## config.mk

```make
export PLATFORM = sky130hd
export DESIGN_NAME = sap_ram_arbiter
export DESIGN_NICKNAME = d
export VERILOG_FILES = /design/src/rtl/sap_ram_arbiter.sv
export SDC_FILE = /design/constraint.sdc
export NUM_CORES = 1
export LEC_CHECK = 0
export BUFFER_PORTS_ARGS = -buffer_cell sky130_fd_sc_hd__buf_2
export CORE_MARGIN = 4
export CORE_UTILIZATION = 47
export DETAILED_ROUTE_END_ITERATION = 7
export HOLD_SLACK_MARGIN = 0.15
export PLACE_DENSITY = 0.83
export SLEW_MARGIN = 20
export SYNTH_ARGS = -nofsm -noshare
export SYNTH_HDL_FRONTEND = slang
export SYNTH_SLANG_ARGS = --single-unit
export TNS_END_PERCENT = 5
```

## constraint.sdc

```tcl
create_clock -name clk -period 3.8 [get_ports clk]
set_input_delay 0.57 -clock clk [delete_from_list [all_inputs] [get_ports clk]]
set_output_delay 0.57 -clock clk [all_outputs]
set_load 0.01 [all_outputs]
```

## src/rtl/sap_ram_arbiter.sv

```systemverilog
// rtl/sap_ram_arbiter.sv - shares the SAP program/data RAM between the CPU and an external loader
module sap_ram_arbiter #(
  parameter int ADDR_W = 4,
  parameter int DATA_W = 8
) (
  input  logic              clk,
  input  logic              clr_n,
  input  logic [5:0]        cpu_ring,
  input  logic              cpu_hlt,
  input  logic              cpu_ce,
  input  logic [ADDR_W-1:0] cpu_addr,
  input  logic              ld_req,
  input  logic              ld_stb,
  input  logic              ld_we,
  input  logic [ADDR_W-1:0] ld_addr,
  input  logic [DATA_W-1:0] ld_wdata,
  output logic              ld_gnt,
  output logic              ld_ack,
  output logic [DATA_W-1:0] ld_rdata,
  output logic              cpu_hold,
  output logic [ADDR_W-1:0] ram_addr,
  output logic              ram_ce,
  output logic              ram_we,
  output logic [DATA_W-1:0] ram_wdata,
  input  logic [DATA_W-1:0] ram_rdata
);

  typedef enum logic [2:0] {
    S_RUN   = 3'd0,
    S_WAIT  = 3'd1,
    S_GRANT = 3'd2,
    S_ACC   = 3'd3,
    S_ACK   = 3'd4
  } state_e;

  localparam logic [5:0] RING_T6 = 6'b100000;

  state_e state_q, state_d;

  // Loader request captured on the strobe; replayed to the RAM during ACC.
  logic              cap_we_q;
  logic [ADDR_W-1:0] cap_addr_q;
  logic [DATA_W-1:0] cap_wdata_q;

  logic              gnt_q,   gnt_d;
  logic              ack_q,   ack_d;
  logic [DATA_W-1:0] rdata_q;

  // The loader may only take the RAM between instructions or when the CPU is parked.
  logic boundary;
  assign boundary = (cpu_ring == RING_T6) | cpu_hlt;

  // State register.
  always_ff @(posedge clk or negedge clr_n) begin
    if (!clr_n) begin
      state_q <= S_RUN;
    end else begin
      state_q <= state_d;
    end
  end

  // Next-state logic; a strobe in GRANT wins over ld_req falling in the same cycle.
  always_comb begin
    state_d = state_q;
    unique case (state_q)
      S_RUN: begin
        if (ld_req) begin
          state_d = boundary ? S_GRANT : S_WAIT;
        end
      end
      S_WAIT: begin
        if (!ld_req) begin
          state_d = S_RUN;
        end else if (boundary) begin
          state_d = S_GRANT;
        end
      end
      S_GRANT: begin
        if (ld_stb) begin
          state_d = S_ACC;
        end else if (!ld_req) begin
          state_d = S_RUN;
        end
      end
      S_ACC:   state_d = S_ACK;
      S_ACK:   state_d = S_GRANT;
      default: state_d = S_RUN;
    endcase
  end

  // Grant/hold and ack are registered from the next state so they rise with the state change.
  always_comb begin
    gnt_d = (state_d == S_GRANT) || (state_d == S_ACC) || (state_d == S_ACK);
    ack_d = (state_d == S_ACK);
  end

  // Registered handshake outputs.
  always_ff @(posedge clk or negedge clr_n) begin
    if (!clr_n) begin
      gnt_q <= 1'b0;
      ack_q <= 1'b0;
    end else begin
      gnt_q <= gnt_d;
      ack_q <= ack_d;
    end
  end

  // Capture the loader command on an accepted strobe.
  always_ff @(posedge clk or negedge clr_n) begin
    if (!clr_n) begin
      cap_we_q    <= 1'b0;
      cap_addr_q  <= '0;
      cap_wdata_q <= '0;
    end else if ((state_q == S_GRANT) && ld_stb) begin
      cap_we_q    <= ld_we;
      cap_addr_q  <= ld_addr;
      cap_wdata_q <= ld_wdata;
    end
  end

  // Read data is taken on the ACC->ACK edge and held until the next read.
  always_ff @(posedge clk or negedge clr_n) begin
    if (!clr_n) begin
      rdata_q <= '0;
    end else if ((state_q == S_ACC) && !cap_we_q) begin
      rdata_q <= ram_rdata;
    end
  end

  // RAM mux: CPU drives the RAM in RUN/WAIT, the captured loader command otherwise.
  always_comb begin
    ram_addr  = cpu_addr;
    ram_ce    = cpu_ce;
    ram_we    = 1'b0;
    ram_wdata = cap_wdata_q;
    unique case (state_q)
      S_RUN, S_WAIT: begin
        ram_addr = cpu_addr;
        ram_ce   = cpu_ce;
      end
      S_GRANT, S_ACK: begin
        ram_addr = cap_addr_q;
        ram_ce   = 1'b0;
      end
      S_ACC: begin
        ram_addr = cap_addr_q;
        ram_ce   = 1'b1;
        ram_we   = cap_we_q;
      end
      default: begin
        ram_addr = cpu_addr;
        ram_ce   = cpu_ce;
      end
    endcase
  end

  assign ld_gnt   = gnt_q;
  assign cpu_hold = gnt_q;
  assign ld_ack   = ack_q;
  assign ld_rdata = rdata_q;

endmodule

```

==> impl_results.md <==
- Setup ws final: 1.430 ns
- Post CTS Setup Buffer Count: 0
- Final setup viols: 0
- Vias in the first global route: 917
- Pre-antenna DRT Iters: 3
- Synth Flop Type: dfrtp_1
- Placed cell count: 164
- Vias/cell: 5.102
- Area Overhead vs Synth: 28.03%
- Gate power share: 46.4%
- CP top delay family: flip-flops
- Syn avg cell area: 14.82 µm²
- WP data arrival: 1.80 ns
- Final Hold Viols: 0
- Int Power: 736.5 µW
- Critical Path RT: 3.23 ns
- Die Height: 57.60 µm
- Pwr Density: 751.6 mW/mm²
- CTS HTree Levels: 1
- Largest net degree at the start of global routing: 27
- Synthesized net count: 115
- Post-Syn Instances: 78
- Register area share after synthesis: 56.28%
- I/O pin count: 62
- Clk root buf: clkbuf_4
- Resize count post-CTS: 0
- Yosys top cell area share: 56.28%
- Tightest Pin Transition: 0.5443 ns
- Die width: 57.60 µm
- DRT met1 WL: 874 µm
- Synth top cells by count: 26 x dfrtp_1, 16 x mux2_2, 9 x mux2_4, 4 x inv_1, 3 x nor2_1
- Final net count: 178
- Routed WL: 2417 µm
- Number of synthesized flops with an enable pin: 0
- Final core occ: 65.04%
- Outcome: completed
- Antenna Cells: 0
- Max-capacitance violation count: 0
- Worst Path Class, Setup: register to output port
- PortBufs: 61
- Critical-path cell list: nor2b_4 -> a21oi_1 -> mux2_2 -> buf_2
- Final period util: 62.38%
- Flop pwr share: 43.8%
- Setup TNS: 0 ns
- Layout cells sized above 1: 68.35%
- Die Area: 0.003317 mm²
- CTS Hold Buffers Added: 0
- Drc violations: 0
- Max-slew violations: 0
- Initial antenna violation count: 0
- WL/cell: 14.47 µm
- Clk buf depth: 2
- Core area: 0.002276 mm²
- Most common cell in the netlist: dfrtp_1
- Remaining antenna violation count: 0
- CTS clk-pin slew, worst paths: 0.12 ns
- First-pass GRT wire length: 3988 µm
- Total GRT Usage: 15.71%
- Cell Count, Final, Fillers Out: 167
- Met3 wire length: 228 µm
- Synth top area cells: dfrtp_1 56%, mux2_2 16%, mux2_4 12%, buf_12 1.7%, inv_1 1.3%
- Yosys reg bits: 26
- Synth Cell Area: 0.001156 mm²
- 1st-iter DRT viols: 9
- Syn. warnings: 0
- RePlAce Congestion: 0.8105
- Peak supply drop: 453.8 µV
- Yosys cell types: 23
- CTS tree: done
- DP HPWL: 1964 µm
- Worst hold-check path type: primary input to asynchronous set/reset pin
- CP endpoint kind: output port
- Worst Clk Skew: 0.003811 ns
- Headroom to the max-slew limit: 63.71%
- Tmin final: 2.370 ns
- CP max-delay cell: dfrtp_1
- F_max: 0.4219 GHz
- Fraction of registers with async set/reset: 100.0%
- Initial core utilization: 50.80%
- Row cnt: 17
- Place WS: 1.779 ns
- Num Clock Sinks: 26
- Max Used Layer: met4
- CTS Buf Count: 3
- RSZ-0062 raised after global routing: no
- Met2 wire len: 1265 µm
- Buf/Inv on CP: 1
- GR Overflow Total: 0
- Critical path peak fanout: 6
- Pleak: 0.0007862 µW
- Max incr delay on CP: 0.44 ns
- Clock Latency Late Sink: 0.31 ns
- Yosys top cell by area: dfrtp_1
- Clock group share of total power: 9.8%
- Sw frac: 33.80%
- Startpoint Class: register
- Vias: 852
- Sw power: 376.1 µW
## cell usage in the layout, fill, tap and decap left out
| cell type | Yosys | routed |
|---|---|---|
| a21oi_1 | 1 | 1 |
| a221oi_1 | 1 | 1 |
| a31o_2 | 1 | 1 |
| a31oi_1 | 1 | 1 |
| and2b_2 | 1 | 1 |
| and3_2 | 1 | 1 |
| and3_4 | 1 | 1 |
| buf_2 | 0 | 61 |
| clkbuf_4 | 0 | 3 |
| dfrtp_1 | 26 | 26 |
| inv_1 | 4 | 4 |
| mux2_2 | 16 | 16 |
| mux2_4 | 9 | 9 |
| nand2_1 | 2 | 2 |
| nand3_1 | 1 | 1 |
| nand3b_1 | 1 | 1 |
| nor2_1 | 3 | 3 |
| nor2_4 | 1 | 1 |
| nor2b_4 | 1 | 1 |
| nor4_1 | 1 | 1 |
| o21a_1 | 1 | 1 |
| o21ai_0 | 2 | 2 |
## metal layers
layer	up-vias	global-route usage [%]
met5	-	0
met4	0	6.954
met1	411	17.03
li1	399	-
met3	5	3.846
met2	37	28.55
## layout make-up
class                      instances  area [µm²]
inverter                           4       15.01
multi-input combinational         45       451.7
clock buffer                       3       22.52
tap                               28       35.03
fill                             185       795.8
sequential                        26       650.6
timing repair buffer              61       305.3
## flip-flops by register name (all words and copies together), names as in the netlist
signal and flops:
cap_we_q 1, ld_ack 1, cap_addr_q 4, ram_wdata 8
ld_rdata 8, state_q 3, cpu_hold 1
## per-stage QoR
step,hold slack (ns),total power (µW),area [µm²]
6_report,0.2254,1113,1480
4_1_cts,0.2311,1131,1480
2_1_floorplan,0.2744,839.8,1156
3_3_place_gp,0.4847,988.8,1458
3_5_place_dp,0.4857,1018,1458
5_1_grt,0.2496,1199,1480
## worst reg2reg max path, delay by kind of cell (launching register included)
family | cells | cell delay [ns]
DFF | 1 | 0.44
and+or+nand+nor | 3 | 0.63
muxes | 1 | 0.36
## power groups by stage
stage	Clock [µW]	Combinational [µW]	Sequential [µW]
floorplan	0	311	529
global placement	0	508	481
detailed placement	0	525	493
CTS	115	527	489
global route	129	564	507
finish	109	516	488
## worst paths after layout
check / from / end / slack [ns] / cells after the start
worst max-delay path: state_q[1] / ram_addr[1] / 1.43 / 4
worst min-delay path: clr_n / cap_addr_q[3] / 0.23 / 1
worst max register to register: state_q[1] / ld_rdata[0] / 2.28 / 4
worst min register to register: ld_rdata[5] / ld_rdata[5] / 0.52 / 1
max in group asynchronous: clr_n / ram_wdata[7] / 3.22 / 1
min in group clk: ld_addr[1] / cap_addr_q[1] / 0.48 / 2
## kinds of logic after synthesis
kind of cell    after synthesis  share of synthesized area [%]
flops                        26                          56.28
mux                          25                          27.27
simple gates                 13                          7.793
compound gates                7                          4.005
buf+inv                       7                          4.654
No activity file was read; power rests on OpenSTA's default activity.
